`src/rtl/pipe_hazard_ctrl_if.sv`:
```
// Control bundle between the pipeline hazard controller and the datapath.
// The master side is the controller. The slave side is the datapath, which
// supplies the hazard sources and consumes the enables and mux selects.
interface pipe_hazard_ctrl_if #(
    parameter int REG_AW = 4,
    parameter int CNT_W  = 16
);
    logic [REG_AW-1:0] id_rs1;
    logic [REG_AW-1:0] id_rs2;
    logic              id_use1;
    logic              id_use2;
    logic              id_halt;
    logic [REG_AW-1:0] ex_rs1;
    logic [REG_AW-1:0] ex_rs2;
    logic [REG_AW-1:0] ex_rd;
    logic              ex_wen;
    logic              ex_load;
    logic              ex_br_taken;
    logic [REG_AW-1:0] mem_rd;
    logic              mem_wen;
    logic [REG_AW-1:0] wb_rd;
    logic              wb_wen;
    logic              mem_busy;

    logic              pc_we;
    logic              pc_sel_br;
    logic              ifid_we;
    logic              ifid_flush;
    logic              idex_flush;
    logic              exmem_we;
    logic [1:0]        fwd_a;
    logic [1:0]        fwd_b;
    logic              halted;
    logic              fault;
    logic [CNT_W-1:0]  stall_cnt;
    logic [CNT_W-1:0]  flush_cnt;

    modport master (
        input  id_rs1, id_rs2, id_use1, id_use2, id_halt,
        input  ex_rs1, ex_rs2, ex_rd, ex_wen, ex_load, ex_br_taken,
        input  mem_rd, mem_wen, wb_rd, wb_wen, mem_busy,
        output pc_we, pc_sel_br, ifid_we, ifid_flush, idex_flush, exmem_we,
        output fwd_a, fwd_b, halted, fault, stall_cnt, flush_cnt
    );

    modport slave (
        output id_rs1, id_rs2, id_use1, id_use2, id_halt,
        output ex_rs1, ex_rs2, ex_rd, ex_wen, ex_load, ex_br_taken,
        output mem_rd, mem_wen, wb_rd, wb_wen, mem_busy,
        input  pc_we, pc_sel_br, ifid_we, ifid_flush, idex_flush, exmem_we,
        input  fwd_a, fwd_b, halted, fault, stall_cnt, flush_cnt
    );
endinterface

```
`src/rtl/pipe_hazard_ctrl.sv`:
```
// Central 5-stage pipeline controller: load-use stalls, taken-branch flushes,
// D-memory wait states with timeout fault, HALT, and ALU operand forwarding.
module pipe_hazard_ctrl #(
    parameter int REG_AW      = 4,
    parameter int MEM_TIMEOUT = 8,
    parameter int CNT_W       = 16
) (
    input  logic                 clk,
    input  logic                 rst_n,
    pipe_hazard_ctrl_if.master   bus
);
    localparam int WAIT_W = $clog2(MEM_TIMEOUT + 1);

    typedef enum logic [1:0] {RUN, MWAIT, HALT} state_t;

    state_t             state, state_next;
    logic [WAIT_W-1:0]  wait_q, wait_next;
    logic [CNT_W-1:0]   stall_q, flush_q;
    logic               halted_q, fault_q;
    logic               stall_inc, flush_inc, fault_set;
    logic               load_use;

    // Load-use hazard: the ID instruction needs a value still being loaded in EX
    always_comb begin
        load_use = bus.ex_load && bus.ex_wen && (bus.ex_rd != REG_AW'(0)) &&
                   ((bus.id_use1 && (bus.id_rs1 == bus.ex_rd)) ||
                    (bus.id_use2 && (bus.id_rs2 == bus.ex_rd)));
    end

    // Operand forwarding selects, EX/MEM result preferred over MEM/WB
    always_comb begin
        bus.fwd_a = 2'b00;
        bus.fwd_b = 2'b00;
        if (bus.mem_wen && (bus.mem_rd != REG_AW'(0)) && (bus.mem_rd == bus.ex_rs1))
            bus.fwd_a = 2'b01;
        else if (bus.wb_wen && (bus.wb_rd != REG_AW'(0)) && (bus.wb_rd == bus.ex_rs1))
            bus.fwd_a = 2'b10;
        if (bus.mem_wen && (bus.mem_rd != REG_AW'(0)) && (bus.mem_rd == bus.ex_rs2))
            bus.fwd_b = 2'b01;
        else if (bus.wb_wen && (bus.wb_rd != REG_AW'(0)) && (bus.wb_rd == bus.ex_rs2))
            bus.fwd_b = 2'b10;
    end

    // Next-state and pipeline enables; everything is held off while in reset
    always_comb begin
        state_next     = state;
        wait_next      = wait_q;
        stall_inc      = 1'b0;
        flush_inc      = 1'b0;
        fault_set      = 1'b0;
        bus.pc_we      = 1'b0;
        bus.pc_sel_br  = 1'b0;
        bus.ifid_we    = 1'b0;
        bus.ifid_flush = 1'b0;
        bus.idex_flush = 1'b0;
        bus.exmem_we   = 1'b0;
        if (rst_n) begin
            case (state)
                HALT: begin
                    bus.idex_flush = 1'b1;
                    bus.exmem_we   = !fault_q;
                end
                default: begin
                    if (bus.mem_busy) begin
                        stall_inc = 1'b1;
                        if (state == RUN) begin
                            state_next = MWAIT;
                            wait_next  = WAIT_W'(1);
                        end else if ((int'(wait_q) + 1) >= MEM_TIMEOUT) begin
                            fault_set  = 1'b1;
                            state_next = HALT;
                        end else begin
                            wait_next = wait_q + WAIT_W'(1);
                        end
                    end else begin
                        state_next = RUN;
                        wait_next  = '0;
                        if (bus.ex_br_taken) begin
                            bus.pc_we      = 1'b1;
                            bus.pc_sel_br  = 1'b1;
                            bus.ifid_we    = 1'b1;
                            bus.ifid_flush = 1'b1;
                            bus.idex_flush = 1'b1;
                            bus.exmem_we   = 1'b1;
                            flush_inc      = 1'b1;
                        end else if (load_use) begin
                            bus.idex_flush = 1'b1;
                            bus.exmem_we   = 1'b1;
                            stall_inc      = 1'b1;
                        end else if (bus.id_halt) begin
                            bus.idex_flush = 1'b1;
                            bus.exmem_we   = 1'b1;
                            state_next     = HALT;
                        end else begin
                            bus.pc_we    = 1'b1;
                            bus.ifid_we  = 1'b1;
                            bus.exmem_we = 1'b1;
                        end
                    end
                end
            endcase
        end
    end

    // State, wait counter and sticky halted/fault flags
    always_ff @(posedge clk or negedge rst_n) begin
        if (!rst_n) begin
            state    <= RUN;
            wait_q   <= '0;
            halted_q <= 1'b0;
            fault_q  <= 1'b0;
        end else begin
            state    <= state_next;
            wait_q   <= wait_next;
            halted_q <= (state_next == HALT);
            fault_q  <= fault_q || fault_set;
        end
    end

    // Saturating stall and flush performance counters
    always_ff @(posedge clk or negedge rst_n) begin
        if (!rst_n) begin
            stall_q <= '0;
            flush_q <= '0;
        end else begin
            if (stall_inc && (stall_q != '1))
                stall_q <= stall_q + CNT_W'(1);
            if (flush_inc && (flush_q != '1))
                flush_q <= flush_q + CNT_W'(1);
        end
    end

    assign bus.halted    = halted_q;
    assign bus.fault     = fault_q;
    assign bus.stall_cnt = stall_q;
    assign bus.flush_cnt = flush_q;
endmodule

```
`src/flat_wrapper.sv`:
```
// flat-port wrapper written by rule: the top's interface ports become plain ports
module pipe_hazard_ctrl_flat 
#(
    parameter int REG_AW      = 4,
    parameter int MEM_TIMEOUT = 8,
    parameter int CNT_W       = 16
)
  (clk, rst_n, bus_id_rs1, bus_id_rs2, bus_id_use1, bus_id_use2, bus_id_halt, bus_ex_rs1, bus_ex_rs2, bus_ex_rd, bus_ex_wen, bus_ex_load, bus_ex_br_taken, bus_mem_rd, bus_mem_wen, bus_wb_rd, bus_wb_wen, bus_mem_busy, bus_pc_we, bus_pc_sel_br, bus_ifid_we, bus_ifid_flush, bus_idex_flush, bus_exmem_we, bus_fwd_a, bus_fwd_b, bus_halted, bus_fault, bus_stall_cnt, bus_flush_cnt);
  pipe_hazard_ctrl_if #(.REG_AW(REG_AW), .CNT_W(CNT_W)) bus_i ();
  input  logic clk;
  input  logic rst_n;
  input wire logic [$bits(bus_i.id_rs1)-1:0] bus_id_rs1;
  input wire logic [$bits(bus_i.id_rs2)-1:0] bus_id_rs2;
  input wire logic [$bits(bus_i.id_use1)-1:0] bus_id_use1;
  input wire logic [$bits(bus_i.id_use2)-1:0] bus_id_use2;
  input wire logic [$bits(bus_i.id_halt)-1:0] bus_id_halt;
  input wire logic [$bits(bus_i.ex_rs1)-1:0] bus_ex_rs1;
  input wire logic [$bits(bus_i.ex_rs2)-1:0] bus_ex_rs2;
  input wire logic [$bits(bus_i.ex_rd)-1:0] bus_ex_rd;
  input wire logic [$bits(bus_i.ex_wen)-1:0] bus_ex_wen;
  input wire logic [$bits(bus_i.ex_load)-1:0] bus_ex_load;
  input wire logic [$bits(bus_i.ex_br_taken)-1:0] bus_ex_br_taken;
  input wire logic [$bits(bus_i.mem_rd)-1:0] bus_mem_rd;
  input wire logic [$bits(bus_i.mem_wen)-1:0] bus_mem_wen;
  input wire logic [$bits(bus_i.wb_rd)-1:0] bus_wb_rd;
  input wire logic [$bits(bus_i.wb_wen)-1:0] bus_wb_wen;
  input wire logic [$bits(bus_i.mem_busy)-1:0] bus_mem_busy;
  output wire logic [$bits(bus_i.pc_we)-1:0] bus_pc_we;
  output wire logic [$bits(bus_i.pc_sel_br)-1:0] bus_pc_sel_br;
  output wire logic [$bits(bus_i.ifid_we)-1:0] bus_ifid_we;
  output wire logic [$bits(bus_i.ifid_flush)-1:0] bus_ifid_flush;
  output wire logic [$bits(bus_i.idex_flush)-1:0] bus_idex_flush;
  output wire logic [$bits(bus_i.exmem_we)-1:0] bus_exmem_we;
  output wire logic [$bits(bus_i.fwd_a)-1:0] bus_fwd_a;
  output wire logic [$bits(bus_i.fwd_b)-1:0] bus_fwd_b;
  output wire logic [$bits(bus_i.halted)-1:0] bus_halted;
  output wire logic [$bits(bus_i.fault)-1:0] bus_fault;
  output wire logic [$bits(bus_i.stall_cnt)-1:0] bus_stall_cnt;
  output wire logic [$bits(bus_i.flush_cnt)-1:0] bus_flush_cnt;
  assign bus_i.id_rs1 = bus_id_rs1;
  assign bus_i.id_rs2 = bus_id_rs2;
  assign bus_i.id_use1 = bus_id_use1;
  assign bus_i.id_use2 = bus_id_use2;
  assign bus_i.id_halt = bus_id_halt;
  assign bus_i.ex_rs1 = bus_ex_rs1;
  assign bus_i.ex_rs2 = bus_ex_rs2;
  assign bus_i.ex_rd = bus_ex_rd;
  assign bus_i.ex_wen = bus_ex_wen;
  assign bus_i.ex_load = bus_ex_load;
  assign bus_i.ex_br_taken = bus_ex_br_taken;
  assign bus_i.mem_rd = bus_mem_rd;
  assign bus_i.mem_wen = bus_mem_wen;
  assign bus_i.wb_rd = bus_wb_rd;
  assign bus_i.wb_wen = bus_wb_wen;
  assign bus_i.mem_busy = bus_mem_busy;
  assign bus_pc_we = bus_i.pc_we;
  assign bus_pc_sel_br = bus_i.pc_sel_br;
  assign bus_ifid_we = bus_i.ifid_we;
  assign bus_ifid_flush = bus_i.ifid_flush;
  assign bus_idex_flush = bus_i.idex_flush;
  assign bus_exmem_we = bus_i.exmem_we;
  assign bus_fwd_a = bus_i.fwd_a;
  assign bus_fwd_b = bus_i.fwd_b;
  assign bus_halted = bus_i.halted;
  assign bus_fault = bus_i.fault;
  assign bus_stall_cnt = bus_i.stall_cnt;
  assign bus_flush_cnt = bus_i.flush_cnt;
  pipe_hazard_ctrl #(.REG_AW(REG_AW), .MEM_TIMEOUT(MEM_TIMEOUT), .CNT_W(CNT_W)) u_core (.clk(clk), .rst_n(rst_n), .bus(bus_i));
endmodule
```
`config.mk`:
```
export PLATFORM = sky130hd
export DESIGN_NAME = pipe_hazard_ctrl_flat
export DESIGN_NICKNAME = d
export VERILOG_FILES = /design/src/rtl/pipe_hazard_ctrl_if.sv /design/src/rtl/pipe_hazard_ctrl.sv /design/src/flat_wrapper.sv
export SDC_FILE = /design/constraint.sdc
export NUM_CORES = 1
export LEC_CHECK = 0
export ABC_CLOCK_PERIOD_IN_PS = 2250
export BUFFER_PORTS_ARGS = -buffer_cell sky130_fd_sc_hd__buf_2
export CAP_MARGIN = 10
export CORE_AREA = 3 3 119 75
export CTS_CLUSTER_DIAMETER = 40
export DETAILED_ROUTE_END_ITERATION = 7
export DIE_AREA = 0 0 122 78
export PLACE_DENSITY = 0.62
export SKIP_LAST_GASP = 1
export SYNTH_ARGS = -nofsm -noshare
export SYNTH_HDL_FRONTEND = slang
export SYNTH_SLANG_ARGS = --single-unit
```
`constraint.sdc`:
```
create_clock -name clk -period 2.25 [get_ports clk]
set_input_delay 0.45 -clock clk [delete_from_list [all_inputs] [get_ports clk]]
set_output_delay 0.45 -clock clk [all_outputs]
set_load 0.02 [all_outputs]
```
==> metrics.md, run 1 <==
| Metric | Value |
|---|---|
| WP data arrival | 2.32 ns |
| 1st-pass router iterations | 4 |
| P per Cell Area | between 700 and 800 nW/um2 |
| Leakage power | roughly 1.5 nW |
| Worst path slowest cell | dfrtp_1 |
| Setup TNS | 0 ns |
| Worst path cell trace | ha_1 > nand2_1 > nor2_1 > and3b_1 > a2111oi_4 > buf_4 > nor2_2 > mux2_4 |
| Global Route Usage Sum | 0.129 |
| Nets | approximately 380 |
| Worst-Skew Late Latency | 0.28 ns |
| Largest net degree at the start of global routing | 40 |
| CP Class | reg2reg |
| Setup crit start kind | register |
| Dpl ws | -0.0107 ns |
| Syn Std Cell Area | 2350 um2 |
| Rows | 25 |
| Syn. warnings | 0 |
| Slowest cell delay on critical path | 0.43 ns |
| Max FO, Critical Path | 9 |
| Max Clk Rate | ~470 MHz |
| Critical path endpoint category | register |
| Register-to-Register Path Depth | 8 |
| Setup slack after layout | a little over 0.1 ns |
| Drc violations | 0 |
| CTS Sinks | 40 |
| Worst r2r dst | u_core.bus.stall_cnt[1] |
| Worst Setup EP | u_core.bus.stall_cnt[1] |
| Synth Instances | 234 |
| Unrepaired setup endpoints after global routing | yes |
| Status | finished, final reports clean |
| Final critical-path required period | 2.15 ns |
| Hold_buf cts | 0 |
| Max_cap viols | 0 |
| Grt ovf | 0 |
| Global-route wire length before repair | 9850 um |
| Layout cell share with drive strength beyond 1 | 0.354 |
| Starting density of the core | 0.299 |
| Hold Vio Cnt, Final | 0 |
| Area growth from synthesis to layout | 34.4% |
| H-tree levels | 2 |
| Crit path from | u_core.bus.stall_cnt[0] |
| CTS clock-pin slew for the worst setup and hold paths | 0.06 ns |
| CTS Root Cell | clkbuf_16 |
| Relative slew slack | 0.679 |
| Syn Nets | 277 |
| Final Cycle Share | 0.954 |
| Ys async rst share | 1.00 |
| ANT nets after route | 0 |
| Worst Clk Skew | between 0.003 and 0.004 ns |
| Final setup violation count | 0 |
| Die Y | ~78 um |
| Vias in the first global route | just under 2000 |
| Worst R2R Setup Slack | 0.10 ns |
| CTS Buf Count | 5 |
| Ys flop type | dfrtp_1 |
| Max Transition Viols Final | 0 |
| Combinational Power Share | 0.273 |
| Core area | slightly below 8000 um2 |
| Reg2reg start | u_core.bus.stall_cnt[0] |
| DIE AREA | 9520 um2 |
| Int Power | around 1.6 mW |
| CTS Buffer Depth | 2 |
| I/O pin count | 83 |
| Mapped Avg Cell Area | roughly 10 um2 |
| Switching power total | 819 uW |
| Vias per cell | 4.65 |
| Min-Delay Path Class | in2async |
| Slew @ Worst Pin | 0.481 ns |
| Initial antenna violation count | 0 |
| WL/cell | 13.5 um |
| Post-DP HPWL | 4800 um |
| Sw Share | 0.334 |
| PortBufs | 82 |
| CTS tree | built |
| Routed wire length | 5970 um |
| Post-synth EDFFs | 0 |
| Drt initial violations | between 100 and 150 |
| Worst path required time | 2.42 ns |
| Peak VDD IR | slightly above 0.3 mV |
| Routed vias | 2052 |
| Synthesized flop and latch total | 40 |
| Die Wd | 122 um |
| Sequential area share after synthesis | 0.426 |
| Yosys cell types | between 40 and 50 |
| Power share of the clock group | 0.330 |
| RePlAce Congestion | 0.865 |
| Sequential group share of total power | 0.397 |
| Antenna diodes | 0 |
==> worst max-delay path: cells and delay by family, from the launching register on <==
kind                       cells  cell delay, ns
buffers and inverters          1            0.22
AOI/OAI and AO/OA              1            0.29
DFF                            1            0.43
adders and majority gates      1            0.24
and+or+nand+nor                4            0.55
muxes                          1            0.30
==> state kept, by name, indices dropped and copies added, names as in the netlist <==
name and flops:
u_core.bus.halted 1, u_core.bus.flush_cnt 16, u_core.state 2, u_core.bus.stall_cnt 16, u_core.bus.fault 1, u_core.wait_q 4
==> metal layers <==
layer	up-vias	wire length [um]	track usage
met1	983	3070	0.192
met4	0	46	0.0380
met2	44	2530	0.182
met5	-	0	0
li1	1021	-	-
met3	4	326	0.0328
==> per-stage QoR <==
step | area (um2) | instances | util | power [mW] | hold slack (ns)
after floorplan | 2350 | 234 | - | 1.37 | 0.154
after global placement | 2970 | 432 | 0.378 | 1.64 | 0.410
after detailed placement | 2970 | 432 | 0.378 | 1.65 | 0.406
after CTS | 3130 | 440 | 0.399 | 2.47 | 0.105
after global routing | 3160 | 441 | 0.402 | 2.60 | 0.115
final | 3160 | 441 | 0.402 | 2.45 | 0.105
==> repair_timing <==
item	in CTS	in global routing
gates resized for setup	0	2
setup buffers	0	1
endpoints found under the hold margin	0	0
setup endpoints to repair	0	5
==> power by group through the flow <==
stage | clock network, mW | logic [mW] | registers [mW]
after global routing | 0.857 | 0.744 | 0.999
after global placement | 0 | 0.663 | 0.980
after detailed placement | 0 | 0.669 | 0.983
after floorplan | 0 | 0.297 | 1.07
final | 0.808 | 0.670 | 0.972
after CTS | 0.828 | 0.675 | 0.971
==> layout by cell type, fill, tap and decap left out, types with 2 or more instances in the layout <==
master / netlist / layout
a21oi_1: 4 / 4
a31oi_1: 2 / 2
and3_1: 6 / 6
buf_2: 0 / 82
buf_4: 2 / 13
clkbuf_16: 0 / 5
dfrtp_1: 40 / 40
ha_1: 4 / 4
inv_1: 11 / 11
mux2_2: 2 / 2
nand2_1: 14 / 14
nand2b_1: 2 / 2
nand3_1: 8 / 8
nand4_1: 8 / 8
nor2_1: 16 / 16
nor2_2: 2 / 2
nor2b_1: 3 / 3
nor3_1: 9 / 8
nor3_2: 3 / 3
o2111ai_1: 4 / 4
o211ai_1: 5 / 5
o21ai_0: 6 / 6
o21ai_1: 3 / 3
o21bai_1: 2 / 2
o31ai_1: 2 / 2
o41ai_1: 2 / 2
or3_1: 2 / 2
xnor2_1: 41 / 41
xor2_1: 12 / 12
==> cells by family (layout without fill, tap and decap cells) <==
logic type,count (synthesis),after routing,synth area share
AOI/OAI and AO/OA,36,36,0.115
adders and majority gates,4,4,0.0213
xor gates and xnor gates,53,53,0.198
muxes,3,3,0.0160
and+or+nand+nor,83,83,0.197
DFF,40,40,0.426
buffers and inverters,15,114,0.0272
==> synthesized netlist by cell type, types with 2 or more instances <==
library cell | n | share of area
and3_1 | 6 | 0.016
ha_1 | 4 | 0.021
inv_1 | 11 | 0.018
mux2_2 | 2 | 0.0096
o21bai_1 | 2 | 0.0064
o2111ai_1 | 4 | 0.015
nand3_1 | 8 | 0.017
a21oi_1 | 4 | 0.0085
nor3_2 | 3 | 0.013
or3_1 | 2 | 0.0053
nand2b_1 | 2 | 0.0053
o21ai_1 | 3 | 0.0064
clkbuf_1 | 2 | 0.0032
nand4_1 | 8 | 0.021
a31oi_1 | 2 | 0.0053
xor2_1 | 12 | 0.045
dfrtp_1 | 40 | 0.43
nor2_2 | 2 | 0.0053
xnor2_1 | 41 | 0.15
o31ai_1 | 2 | 0.0064
nor2b_1 | 3 | 0.0080
nand2_1 | 14 | 0.022
nor3_1 | 9 | 0.019
o211ai_1 | 5 | 0.016
o41ai_1 | 2 | 0.0075
buf_4 | 2 | 0.0064
o21ai_0 | 6 | 0.013
nor2_1 | 16 | 0.026
==> worst min path at each step <==
stage | start | endpoint | slack [ns] | cells after the start
6_report | rst_n | u_core.wait_q[1] | 0.10 | 2
5_1_grt | rst_n | u_core.wait_q[2] | 0.12 | 2
4_1_cts | rst_n | u_core.wait_q[1] | 0.10 | 2
3_5_place_dp | rst_n | u_core.wait_q[3] | 0.41 | 2
3_3_place_gp | rst_n | u_core.wait_q[3] | 0.41 | 2
2_1_floorplan | rst_n | u_core.bus.fault | 0.15 | 0
==> cell type report <==
type,count,area (um2)
tap,108,135
multi-input combinational,179,1300
timing repair buffer,95,508
fill,769,4700
clock inverter,3,42.5
clock buffer,5,125
inverter,11,41.3
sequential,40,1000
Note: power is estimated with default switching activity, not from simulation.
==> run 2, diff against run 1 <==
--- a/config.mk
+++ b/config.mk
@@ -12,7 +12,6 @@
 export CTS_CLUSTER_DIAMETER = 40
 export DETAILED_ROUTE_END_ITERATION = 7
 export DIE_AREA = 0 0 122 78
-export PLACE_DENSITY = 0.62
 export SKIP_LAST_GASP = 1
 export SYNTH_ARGS = -nofsm -noshare
 export SYNTH_HDL_FRONTEND = slang
==> run 2 against run 1 <==
Count of clock-buffer cells in the layout is 1 higher. Largest power group unchanged. Cell area decreased by 0.91%. Utilization down 0.37 points. Global-route usage rose by 1.3 points. Total power is 4.1% lower. Clock power fell by 12%. Setup slack got worse by 0.013 ns. Register-to-register slack better by 0.04 ns. Fmax fell by 0.59%. Hold slack better by 0.045 ns.
==> metrics.md, run 2 (synthesized netlist as in run 1, its figures left out) <==
| Metric | Value |
|---|---|
| Max FO, Critical Path | 4 |
| CTS clock-pin slew for the worst setup and hold paths | approximately 0.06 ns |
| Drc violations | 0 |
| Slew @ Worst Pin | 0.457 ns |
| Post-DP HPWL | 5200 um |
| I/O pin count | 83 |
| Largest net degree at the start of global routing | 33 |
| Starting density of the core | 0.299 |
| Final critical-path required period | between 2 and 2.5 ns |
| Setup slack after layout | ~0.090 ns |
| Placed insts | 431 |
| Routed vias | 2078 |
| Hold_buf cts | 0 |
| Final setup violation count | 0 |
| Leading cell type in the layout, fill and taps excluded | buf_2 |
| Final Cycle Share | 0.960 |
| Global Route Usage Sum | 0.142 |
| ANT nets after route | 0 |
| Worst Setup EP | bus_idex_flush |
| Antenna diodes | 0 |
| Initial antenna violation count | 0 |
| Reg2reg start | u_core.bus.stall_cnt[9] |
| Drt initial violations | 122 |
| Crit path max-delay family | simple AND/OR/NAND/NOR gates |
| WL/cell | 14.8 um |
| Setup TNS | 0 ns |
| DP Area | 2960 um2 |
| Min-Delay Path Class | in2async |
| Worst path required time | 1.80 ns |
| Setup crit start kind | input pin |
| Max Clk Rate | 463 MHz |
| Critical path depth | 8 |
| Area growth from synthesis to layout | 33.2% |
| H-tree levels | 2 |
| RePlAce Congestion | 0.838 |
| Hold Vio Cnt, Final | 0 |
| Routed wire length | 6530 um |
| Critical path endpoint category | primary output |
| Fin cells | 440 |
| Register-to-Register Path Depth | 7 |
| Vias in the first global route | roughly 2100 |
| CTS Sinks | 40 |
| P per Cell Area | 751 nW/um2 |
| Grt ovf | 0 |
| Global-route wire length before repair | 10800 um |
| Crit path from | bus_ex_rd[0] |
| Relative slew slack | 0.695 |
| 1st-pass router iterations | 4 |
| Die Y | 78 um |
| CTS Root Cell | clkbuf_16 |
| WP data arrival | 1.71 ns |
| Worst path most repeated cell | buf_2 |
| Max_cap viols | 0 |
| Die Wd | 122 um |
| Worst Clk Skew | 0.00612 ns |
| Dpl ws | -0.0207 ns |
| Overall Power | ~2.3 mW |
| Most frequent cells in the layout | buf_2 (82), xnor2_1 (41), dfrtp_1 (40) |
| Worst R2R Setup Slack | 0.14 ns |
| Worst-Skew Late Latency | between 0.2 and 0.3 ns |
| Worst path cell trace | buf_2 > xor2_1 > nor3_2 > nand4_2 > nand2_1 > o31ai_1 > a21oi_1 > buf_2 |
| CP Class | in2out |
| Rows | 25 |
| Core area | 7850 um2 |
| CTS tree | built |
| Worst r2r dst | u_core.bus.stall_cnt[1] |
| Layout cell share with drive strength beyond 1 | 0.355 |
| Core Util, Final | 0.398 |
| Worst Hold Margin | 0.150 ns |
| CTS Buf Count | 5 |
| Post-route cell area | 3130 um2 |
| CTS Buffer Depth | 2 |
| Worst path slowest cell | nor3_2 |
| Status | finished, final reports clean |
| DIE AREA | 9520 um2 |
| Vias per cell | 4.72 |
| Nets | 374 |
| WP buf/inv | 2 |
| Fillers | 815 |
| Peak VDD IR | 0.317 mV |
| Leakage power | 1.52 nW |
| Slowest cell delay on critical path | 0.22 ns |
| PortBufs | 82 |
| Max Transition Viols Final | 0 |
[run 2: metal layers]
metal | global-route usage | share of wire
met2 | 0.202 | 0.45
met4 | 0.0369 | 0.011
met5 | 0 | 0
met3 | 0.0393 | 0.047
met1 | 0.210 | 0.49
[run 2: timing repair]
action	in CTS	in global routing
gates resized for setup	1	1
cloned	0	0
setup buffers	0	1
pin swaps	0	1
setup endpoints to repair	1	4
[run 2: cell type report]
cell class	count	area, um2	area share
flip-flops and latches	40	1000	0.320
clock inverters	2	10.0	0.00320
multi-input cells	179	1300	0.416
inverters	11	41.3	0.0132
clock buffers	6	139	0.0444
repair buffers	94	500	0.160
well taps	108	135	0.0432
[run 2: worst min path at each step]
stage / from / to / cells past startpoint
final: rst_n / u_core.bus.stall_cnt[11] / 2
after detailed placement: rst_n / u_core.state[1] / 2
after CTS: rst_n / u_core.state[1] / 2
after global routing: rst_n / u_core.bus.stall_cnt[9] / 2
after global placement: rst_n / u_core.state[1] / 2
after floorplan: rst_n / u_core.bus.fault / 0
[run 2: worst register-to-register path: stages (launching register included)]
cell and delay (ns):
dfrtp_1 0.42, and4_4 0.23, and3_1 0.22, and3b_1 0.26, a2111oi_4 0.28, buf_4 0.21, nor2_2 0.07, mux2_4 0.31
[run 2: power breakdown]
group / switching (mW) / internal, mW
Combinational: 0.392 / 0.274
Clock: 0.273 / 0.437
Sequential: 0.138 / 0.834
Total: 0.803 / 1.55
